===== src/rtl/perceptron_feeder.sv =====
`timescale 1ns/1ps
// Buffers a frame of samples, then streams one (sample, weight, bias) triple per clock to the perceptron.
// Optional double-buffered sample store: define PERCEPTRON_FEEDER_PINGPONG_EN.
module perceptron_feeder #(
  parameter int FRAME_LEN = 16,
  parameter int DATA_W    = 8,
  parameter int IDX_W     = $clog2(FRAME_LEN)
) (
  input  logic                     clk,
  input  logic                     rst,
  input  logic                     s_valid,
  output logic                     s_ready,
  input  logic signed [DATA_W-1:0] s_data,
  input  logic                     cfg_we,
  input  logic [IDX_W-1:0]         cfg_addr,
  input  logic signed [DATA_W-1:0] cfg_weight,
  input  logic signed [DATA_W-1:0] cfg_bias,
  output logic signed [DATA_W-1:0] input_signal,
  output logic signed [DATA_W-1:0] weight,
  output logic signed [DATA_W-1:0] bias,
  output logic                     issue_valid,
  output logic [IDX_W-1:0]         issue_idx,
  output logic                     frame_done,
  output logic                     busy
);

  typedef enum logic {FILL, ISSUE} state_t;

  localparam logic [IDX_W-1:0] LAST = IDX_W'(FRAME_LEN - 1);

  state_t state, state_nxt;
  logic [IDX_W-1:0] cnt;
  logic ready_q, ready_nxt;
  logic hs, fill_last, last_tap, start;

  logic signed [DATA_W-1:0] sbuf [2][FRAME_LEN];
  logic signed [DATA_W-1:0] wtab [FRAME_LEN];
  logic signed [DATA_W-1:0] btab [FRAME_LEN];

`ifdef PERCEPTRON_FEEDER_PINGPONG_EN
  logic full, full_nxt;
  logic fill_bank, rd_bank;
`else
  localparam logic fill_bank = 1'b0;
  localparam logic rd_bank   = 1'b0;
`endif

  assign s_ready   = ready_q;
  assign hs        = s_valid & ready_q;
  assign fill_last = hs && (cnt == LAST);
  assign last_tap  = (issue_idx == LAST);
  assign busy      = (state == ISSUE);

  always_comb begin
    state_nxt = state;
    start     = 1'b0;
`ifdef PERCEPTRON_FEEDER_PINGPONG_EN
    full_nxt  = full;
    case (state)
      // A bank that filled during ISSUE waits out the frame_done cycle before swapping.
      FILL: begin
        start = (full && !frame_done) || fill_last;
        if (start) begin
          state_nxt = ISSUE;
          full_nxt  = 1'b0;
        end
      end
      ISSUE: begin
        if (fill_last) full_nxt = 1'b1;
        if (last_tap) state_nxt = FILL;
      end
      default: state_nxt = FILL;
    endcase
    ready_nxt = !full_nxt;
`else
    case (state)
      FILL: begin
        start = fill_last;
        if (start) state_nxt = ISSUE;
      end
      ISSUE: if (last_tap) state_nxt = FILL;
      default: state_nxt = FILL;
    endcase
    ready_nxt = (state_nxt == FILL);
`endif
  end

  always_ff @(posedge clk or posedge rst) begin
    if (rst) begin
      state   <= FILL;
      ready_q <= 1'b0;
      cnt     <= '0;
    end else begin
      state   <= state_nxt;
      ready_q <= ready_nxt;
      if (hs) cnt <= cnt + 1'b1;  // FRAME_LEN is a power of two, so this wraps to 0
    end
  end

`ifdef PERCEPTRON_FEEDER_PINGPONG_EN
  always_ff @(posedge clk or posedge rst) begin
    if (rst) begin
      full      <= 1'b0;
      fill_bank <= 1'b0;
      rd_bank   <= 1'b0;
    end else begin
      full <= full_nxt;
      if (start) begin
        rd_bank   <= fill_bank;
        fill_bank <= ~fill_bank;
      end
    end
  end
`endif

  always_ff @(posedge clk) begin
    if (hs) sbuf[fill_bank][cnt] <= s_data;
  end

  always_ff @(posedge clk or posedge rst) begin
    if (rst) begin
      for (int k = 0; k < FRAME_LEN; k++) begin
        wtab[k] <= '0;
        btab[k] <= '0;
      end
    end else if (cfg_we) begin
      wtab[cfg_addr] <= cfg_weight;
      btab[cfg_addr] <= cfg_bias;
    end
  end

  // Tap 0 is loaded on the edge that enters ISSUE; table reads see pre-write contents.
  always_ff @(posedge clk or posedge rst) begin
    if (rst) begin
      input_signal <= '0;
      weight       <= '0;
      bias         <= '0;
      issue_valid  <= 1'b0;
      issue_idx    <= '0;
      frame_done   <= 1'b0;
    end else begin
      frame_done <= (state == ISSUE) && last_tap;
      if (start) begin
        input_signal <= sbuf[fill_bank][0];
        weight       <= wtab[0];
        bias         <= btab[0];
        issue_valid  <= 1'b1;
        issue_idx    <= '0;
      end else if ((state == ISSUE) && !last_tap) begin
        input_signal <= sbuf[rd_bank][issue_idx + 1'b1];
        weight       <= wtab[issue_idx + 1'b1];
        bias         <= btab[issue_idx + 1'b1];
        issue_valid  <= 1'b1;
        issue_idx    <= issue_idx + 1'b1;
      end else begin
        input_signal <= '0;
        weight       <= '0;
        bias         <= '0;
        issue_valid  <= 1'b0;
        issue_idx    <= '0;
      end
    end
  end

endmodule


===== config.mk =====
export PLATFORM = sky130hd
export DESIGN_NAME = perceptron_feeder
export DESIGN_NICKNAME = d
export VERILOG_FILES = /design/src/rtl/perceptron_feeder.sv
export SDC_FILE = /design/constraint.sdc
export NUM_CORES = 1
export LEC_CHECK = 0
export BUFFER_PORTS_ARGS = -buffer_cell sky130_fd_sc_hd__buf_2
export CORE_ASPECT_RATIO = 1.5
export CORE_MARGIN = 10
export CORE_UTILIZATION = 45
export CTS_BUF_LIST = sky130_fd_sc_hd__clkbuf_4 sky130_fd_sc_hd__clkbuf_8 sky130_fd_sc_hd__clkbuf_16
export DETAILED_ROUTE_END_ITERATION = 16
export MAX_ROUTING_LAYER = met4
export PLACE_DENSITY = 0.68
export SYNTH_ARGS = -nofsm -noshare
export SYNTH_HDL_FRONTEND = slang
export SYNTH_SLANG_ARGS = --single-unit

===== constraint.sdc =====
create_clock -name clk -period 8 [get_ports clk]
set_input_delay 0.4 -clock clk [delete_from_list [all_inputs] [get_ports clk]]
set_output_delay 0.4 -clock clk [all_outputs]
set_load 0.02 [all_outputs]

==> reports/metrics.yaml, run 1 <==
status: "finished, final reports clean"
avgViaCountPerCell: 5.88
synth_warnings: 0
synth_top_family_by_area: "multiplexers"
path_clk_slew_ns: 0.06
dp_slack_ns: 4.50
critPathArrivalTime_ns: 3.92
synth.top_cell.area_share_pct: 40.5
area_growth_pct: 12.4
maxCapViolCount: 0
cts.sink_count: 419
clk_latency_ns: 0.55
hold_violations: 0
cts_resized: 0
drc: 0
drv_slew: 0
start_kind: "flop"
placed_area_um2: 18800
synthArstFlopShare_pct: 69.5
syn-cell-area_um2: 18000
peakVddDrop_v: 0.000251
tightest_slew_ns: 1.22
drive_above_1_share_pct: 38.1
synthesis.instances: 1162
post_cts_buffers: 0
skew_ns: 0.0179
dp_hpwl_mm: 25.3
yosys-top-cells-count: "291 x dfrtp_1, 241 x mux2_2, 128 x edfxtp_1"
syn_avg_cell_area_um2: 15.5
dpl.cell_count: 1662
layout.cells.non_filler: 1740
slew-limit-headroom_pct: 18.8
required_ns: 8.40
firstDrtPassIters: 5
worstPathMaxFanout: 69
setup_viol: 0
grt_pass1_vias: 11100
grt_setup_unrepaired: "false"
leakage_nw: 8.23
r2r_cells: 7
start_util_pct: 45.7
die_area_um2: 48600
synthXorXnorAreaFrac_pct: 0.285
fin_ws_ns: 4.47
fin_crit_sh_pct: 44.1
overflow: 0
gp_congestion: 0.787
fmax_ghz: 0.284
synth-simple-area-share_pct: 3.73
synth_ff_type: "dfrtp_1"
synth_largest_area_cell: "dfrtp_1"
synthMuxAreaShare_pct: 26.3
ys_top_cells_by_area: "dfrtp_1 40%, edfxtp_1 21%, mux2_2 15%, mux4_2 6.0%, a32o_1 2.7%"
cts-root-buf: "clkbuf_16"
period_needed_ns: 3.53
core-area_um2: 39400
synth-edff-count: 128
synth_nets: 1199
grtUsageTotal_pct: 17.7
clk_path_buf_depth: 3
portBuffers: 63
power_density_nw_per_um2: 348
hp-class: "in2async"
synth_compound_area_share_pct: 4.89
htree_levels: 2
num_antenna_cells: 0
dieHeight_um: 265
antenna_found_initial: 0
wl_per_cell_um: 23.7
vias: 10200
yosys_register_bits: 419
fin_area_um2: 20200
synthAdderAreaFrac_pct: 0.348
cts_tree: "done"
endpoint_kind: "flop"
top_level_ports: 64
cts_hold_buf: 0
synth-seq-area-share_pct: 61.8
grt_max_degree: 182
ant_nets: 0
criticalPathCategory: "reg2reg"
drtIter0Drc: 638
wirelength_mm: 41.2
grt_pass1_wl_mm: 65.4
fin_tns_setup_ns: 0
cts_buffers: 42
fp-row-count: 89
yosysMostFrequentCell: "dfrtp_1"
final_nets: 1243
ys_types: 36
fp.dieW_um: 183
r2r_setup_slack_ns: 4.47
[metal layers]
metal	global-route usage, %	routed length, µm	vias to the layer above
met1	22.0	17200	5429
met4	6.09	1230	0
li1	-	-	4447
met3	2.68	1760	85
met2	29.1	21100	264
met5	-	0	-
[area by class of cell]
| cell class | count | area [µm²] |
|---|---|---|
| sequential | 419 | 11100 |
| inverter | 6 | 26.3 |
| clock inverter | 19 | 196 |
| timing repair buffer | 90 | 531 |
| multi-input combinational | 647 | 6470 |
| fill | 3320 | 19200 |
| tap | 500 | 626 |
| clock buffer | 59 | 1260 |
[flip-flops by register name, indices dropped and copies added (netlist names)]
name          count
btab            128
issue_valid       1
cnt               4
input_signal      8
frame_done        1
weight            8
sbuf            128
bias              8
issue_idx         4
s_ready           1
wtab            128
[worst max-delay path: stages, from the launching register on]
cell and delay [ns]:
dfrtp_4 0.77, ha_2 0.41, xnor2_2 0.14, buf_4 0.45, buf_4 0.81, mux2_2 0.41
a22oi_1 0.16, o31ai_1 0.11
[metrics by stage]
stage / hold WS (ns) / utilization, % / total power [mW]
detailed placement: 0.481 / 47.6 / 5.05
global route: 0.144 / 51.3 / 7.39
floorplan: 0.459 / - / 4.46
finish: 0.0635 / 51.3 / 7.04
CTS: 0.0768 / 51.3 / 7.11
global placement: 0.469 / 47.6 / 4.99
[cell families after synthesis]
logic type | Yosys count
flip-flops | 419
AO/OA/AOI/OAI | 101
adder cells (fa/ha/maj) | 5
XOR/XNOR | 5
AND/OR/NAND/NOR | 159
multiplexers | 377
buffers and inverters | 96
[cells in the final DEF, fill, tap and decap left out, types with 2 or more instances in the layout]
cell type / n
inv_1: 5
a22oi_1: 24
xnor2_1: 2
nand2_1: 101
bufinv_16: 4
mux2i_1: 48
clkbuf_4: 9
clkbuf_8: 5
clkinv_2: 5
buf_4: 26
nor2b_2: 2
buf_2: 63
nand3b_1: 2
a32o_1: 48
or3_1: 2
edfxtp_1: 128
mux2_1: 40
mux4_2: 48
mux2_2: 241
dfrtp_1: 290
clkinvlp_4: 3
nand2b_1: 7
clkbuf_16: 45
o31ai_1: 24
clkinv_1: 6
nor2_2: 10
nor2_1: 16
ha_1: 4
nor3_1: 4
nand3_1: 8
[report_power, final]
| group | total, mW | internal [mW] | switching [mW] | leakage, nW |
|---|---|---|---|---|
| Sequential | 2.90 | 2.64 | 0.268 | 4.74 |
| Clock | 2.05 | 1.23 | 0.817 | 0.722 |
| Combinational | 2.09 | 0.999 | 1.09 | 2.77 |
[path summary, 6_finish.rpt]
kind / start / endpoint
max in group asynchronous: rst / wtab[72]$_DFFE_PP0P_
min in group clk: s_valid / cnt[0]$_DFFE_PP0P_
hold / removal: rst / bias[3]$_DFF_PP0_
setup / recovery: issue_idx[0]$_DFF_PP0_ / bias[6]$_DFF_PP0_
hold reg to reg: wtab[25]$_DFFE_PP0P_ / wtab[25]$_DFFE_PP0P_
setup reg to reg: issue_idx[0]$_DFF_PP0_ / bias[6]$_DFF_PP0_
Note: power is estimated with default switching activity, not from simulation.
==> run 2: changes to the inputs <==
- ABC_AREA: unset -> 1
- clock period: 8 -> 3 ns (I/O delays scaled with it)
==> reports/metrics.yaml, run 2 <==
clk_path_buf_depth: 3  # unchanged
grt_pass1_vias: 15200  # +37%
start_util_pct: 45.7  # about the same
syn-cell-area_um2: 19300  # +7.0%
path_cells: "ha_4 -> xor2_4 -> buf_12 -> nand3_1 -> nand3_1 -> nand2_1 -> nand2_1 -> nand2_1"
hold_start: "s_data[1]"
wl_per_cell_um: 18.9  # -20%
drc: 0  # unchanged
post_cts_buffers: 0  # unchanged
start_kind: "flop"
leakage_nw: 10.6  # +28%
fin_util_pct: 52.0  # +0.67 points
slew-limit-headroom_pct: 37.3  # +18 points
layout.cells.non_filler: 2948  # +69%
fp.dieW_um: 189  # +3.0%
maxCapViolCount: 0  # unchanged
cts-root-buf: "clkbuf_16"
yosysMostFrequentCell: "nand2_1"
hold_violations: 0  # unchanged
area_growth_pct: 13.8
htree_levels: 2  # unchanged
status: "finished, final reports clean"
fin_crit_sh_pct: 76.6  # +32 points
crit_path_frequent_cell: "nand2_1"
avgViaCountPerCell: 5.26  # -11%
ant_nets: 0  # unchanged
r2r-start: "issue_idx[0]$_DFF_PP0_"
placed_area_um2: 20100  # +7.2%
overflow: 0  # unchanged
drive_above_1_share_pct: 8.27  # -30 points
grt_setup_unrepaired: "false"
path_clk_slew_ns: 0.06  # about the same
core-area_um2: 42100  # +6.9%
dp_hpwl_mm: 34.5  # +37%
die_area_um2: 51600  # +6.3%
startpoint: "issue_idx[0]$_DFF_PP0_"
tightest_slew_ns: 0.938  # -0.279 ns
yosys-top-cells-count: "814 x nand2_1, 326 x inv_1, 291 x dfrtp_1"
grtUsageTotal_pct: 22.1  # +4.4 points
syn_avg_cell_area_um2: 8.27  # -47%
synth-seq-area-share_pct: 57.8  # -4.0 points
critPathSlowestCell: "dfrtp_4"
cts_buffers: 43  # +2.4%
synth_warnings: 0  # unchanged
fmax_ghz: 0.435  # +54%
dpl.cell_count: 2849  # +71%
hp-class: "in2reg"
drv_slew: 0  # unchanged
dieHeight_um: 273  # +3.2%
power_density_nw_per_um2: 959  # +180%
synthesis.instances: 2329  # +100%
skew_ns: 0.0117  # -0.00624 ns
synth-edff-count: 128  # unchanged
endpoint_kind: "flop"
final_cell_mix: "814 x nand2_1, 325 x inv_1, 290 x dfrtp_1"
synth.top_cell.area_share_pct: 37.8  # -2.6 points
critPathArrivalTime_ns: 2.73  # -1.19 ns
synth_nets: 2366  # +97%
yosys_register_bits: 419  # unchanged
final_common_cell: "nand2_1"
synth_largest_area_cell: "dfrtp_1"
portBuffers: 63  # unchanged
cts_tree: "done"
cts_resized: 0  # unchanged
wirelength_mm: 55.7  # +35%
synthArstFlopShare_pct: 69.5  # unchanged
fill_cells: 3881  # +17%
synth_ff_type: "dfrtp_1"
required_ns: 3.43  # -4.97 ns
fp-row-count: 92  # +3.4%
fin_area_um2: 21900  # +8.3%
drtIter0Drc: 1713  # +170%
grt_pass1_wl_mm: 87.2  # +33%
antenna_found_initial: 0  # unchanged
r2r_setup_slack_ns: 0.70  # -3.77 ns
crit_path_max_incr_delay_ns: 0.62  # -0.19 ns
ys_top_cells_by_area: "dfrtp_1 38%, edfxtp_1 20%, nand2_1 16%, nand3_1 7.5%, inv_1 6.4%"
criticalPathCategory: "reg2reg"
r2r_cells: 8  # +1
timing.rr.end: "weight[3]$_DFF_PP0_"
worstPathMaxFanout: 22  # -68%
grt_max_degree: 121  # -34%
cts.sink_count: 419  # unchanged
top_level_ports: 64  # unchanged
vias: 15500  # +52%
fin_tns_setup_ns: 0  # unchanged
firstDrtPassIters: 5  # unchanged
period_needed_ns: 2.30  # -1.23 ns
ys_types: 23  # -36%
finalPower_mw: 21.0  # +200%
setup_viol: 0  # unchanged
holdPathEnd: "sbuf[0][57]$_DFFE_PP_"
largestRegisters: "btab x128, sbuf x128, wtab x128"
worstHoldPathCells: 1
gp_congestion: 0.871  # +11%
final_nets: 2387  # +92%
peakVddDrop_v: 0.00127  # +410%
clk_latency_ns: 0.56  # about the same
-- run 2: power by group --
group	leakage (nW)	internal [mW]	switching (mW)	total (mW)
clock	0.774	3.65	2.27	5.92
sequential	4.75	6.94	0.578	7.52
combinational	5.03	2.44	5.15	7.59
-- run 2: cell families after synthesis --
kind of cell / share of synthesized area [%]
xor+xnor: 0.357
fa+ha+maj: 0.325
compound gates: 7.32
buf+inv: 9.93
simple gates: 24.3
flops: 57.8
-- run 2: worst max-delay path: cells and delay by family, from the launching register on --
kind | cells | cell delay, ns
xor+xnor | 1 | 0.57
fa+ha+maj | 1 | 0.25
buf+inv | 1 | 0.27
flops | 1 | 0.62
simple gates | 5 | 0.46
-- run 2: what timing repair did --
item | in CTS | in global routing
hold buffers | 20 | 0
endpoints found under the setup margin | 0 | 0
endpoints found under the hold margin | 158 | 0
-- run 2: area by class of cell --
type / instances / area [µm²] / share of cell area [%]
Antenna cell: 1 / 2.50 / 0.0114
Sequential cell: 419 / 11100 / 50.8
Clock buffer: 57 / 1270 / 5.78
Multi-Input combinational cell: 1433 / 6290 / 28.7
Inverter: 331 / 1250 / 5.70
Timing Repair Buffer: 122 / 958 / 4.37
Tap cell: 564 / 706 / 3.22
Clock inverter: 21 / 312 / 1.42
-- run 2: metal layers --
layer | up-vias | share of wire (%) | wire length (µm) | GRT usage [%]
met5 | - | 0 | 0 | -
met4 | 0 | 4.3 | 2370 | 9.86
met3 | 128 | 6.5 | 3600 | 2.94
met2 | 595 | 50 | 27800 | 36.8
met1 | 7444 | 39 | 21800 | 26.2
li1 | 7329 | - | - | -
-- run 2: worst max path at each step --
stage,to,depth (start not counted)
global route,weight[3]$_DFF_PP0_,9
CTS,weight[3]$_DFF_PP0_,8
global placement,weight[3]$_DFF_PP0_,8
detailed placement,bias[4]$_DFF_PP0_,8
floorplan,bias[0]$_DFF_PP0_,1
finish,weight[3]$_DFF_PP0_,8
-- run 2: through the flow --
step                hold WS [ns]  setup WS (ns)
floorplan                  0.249          -1.01
global placement           0.238          0.741
detailed placement         0.240          0.724
CTS                      0.00370          0.726
global route             0.00773          0.599
finish                    0.0215          0.703
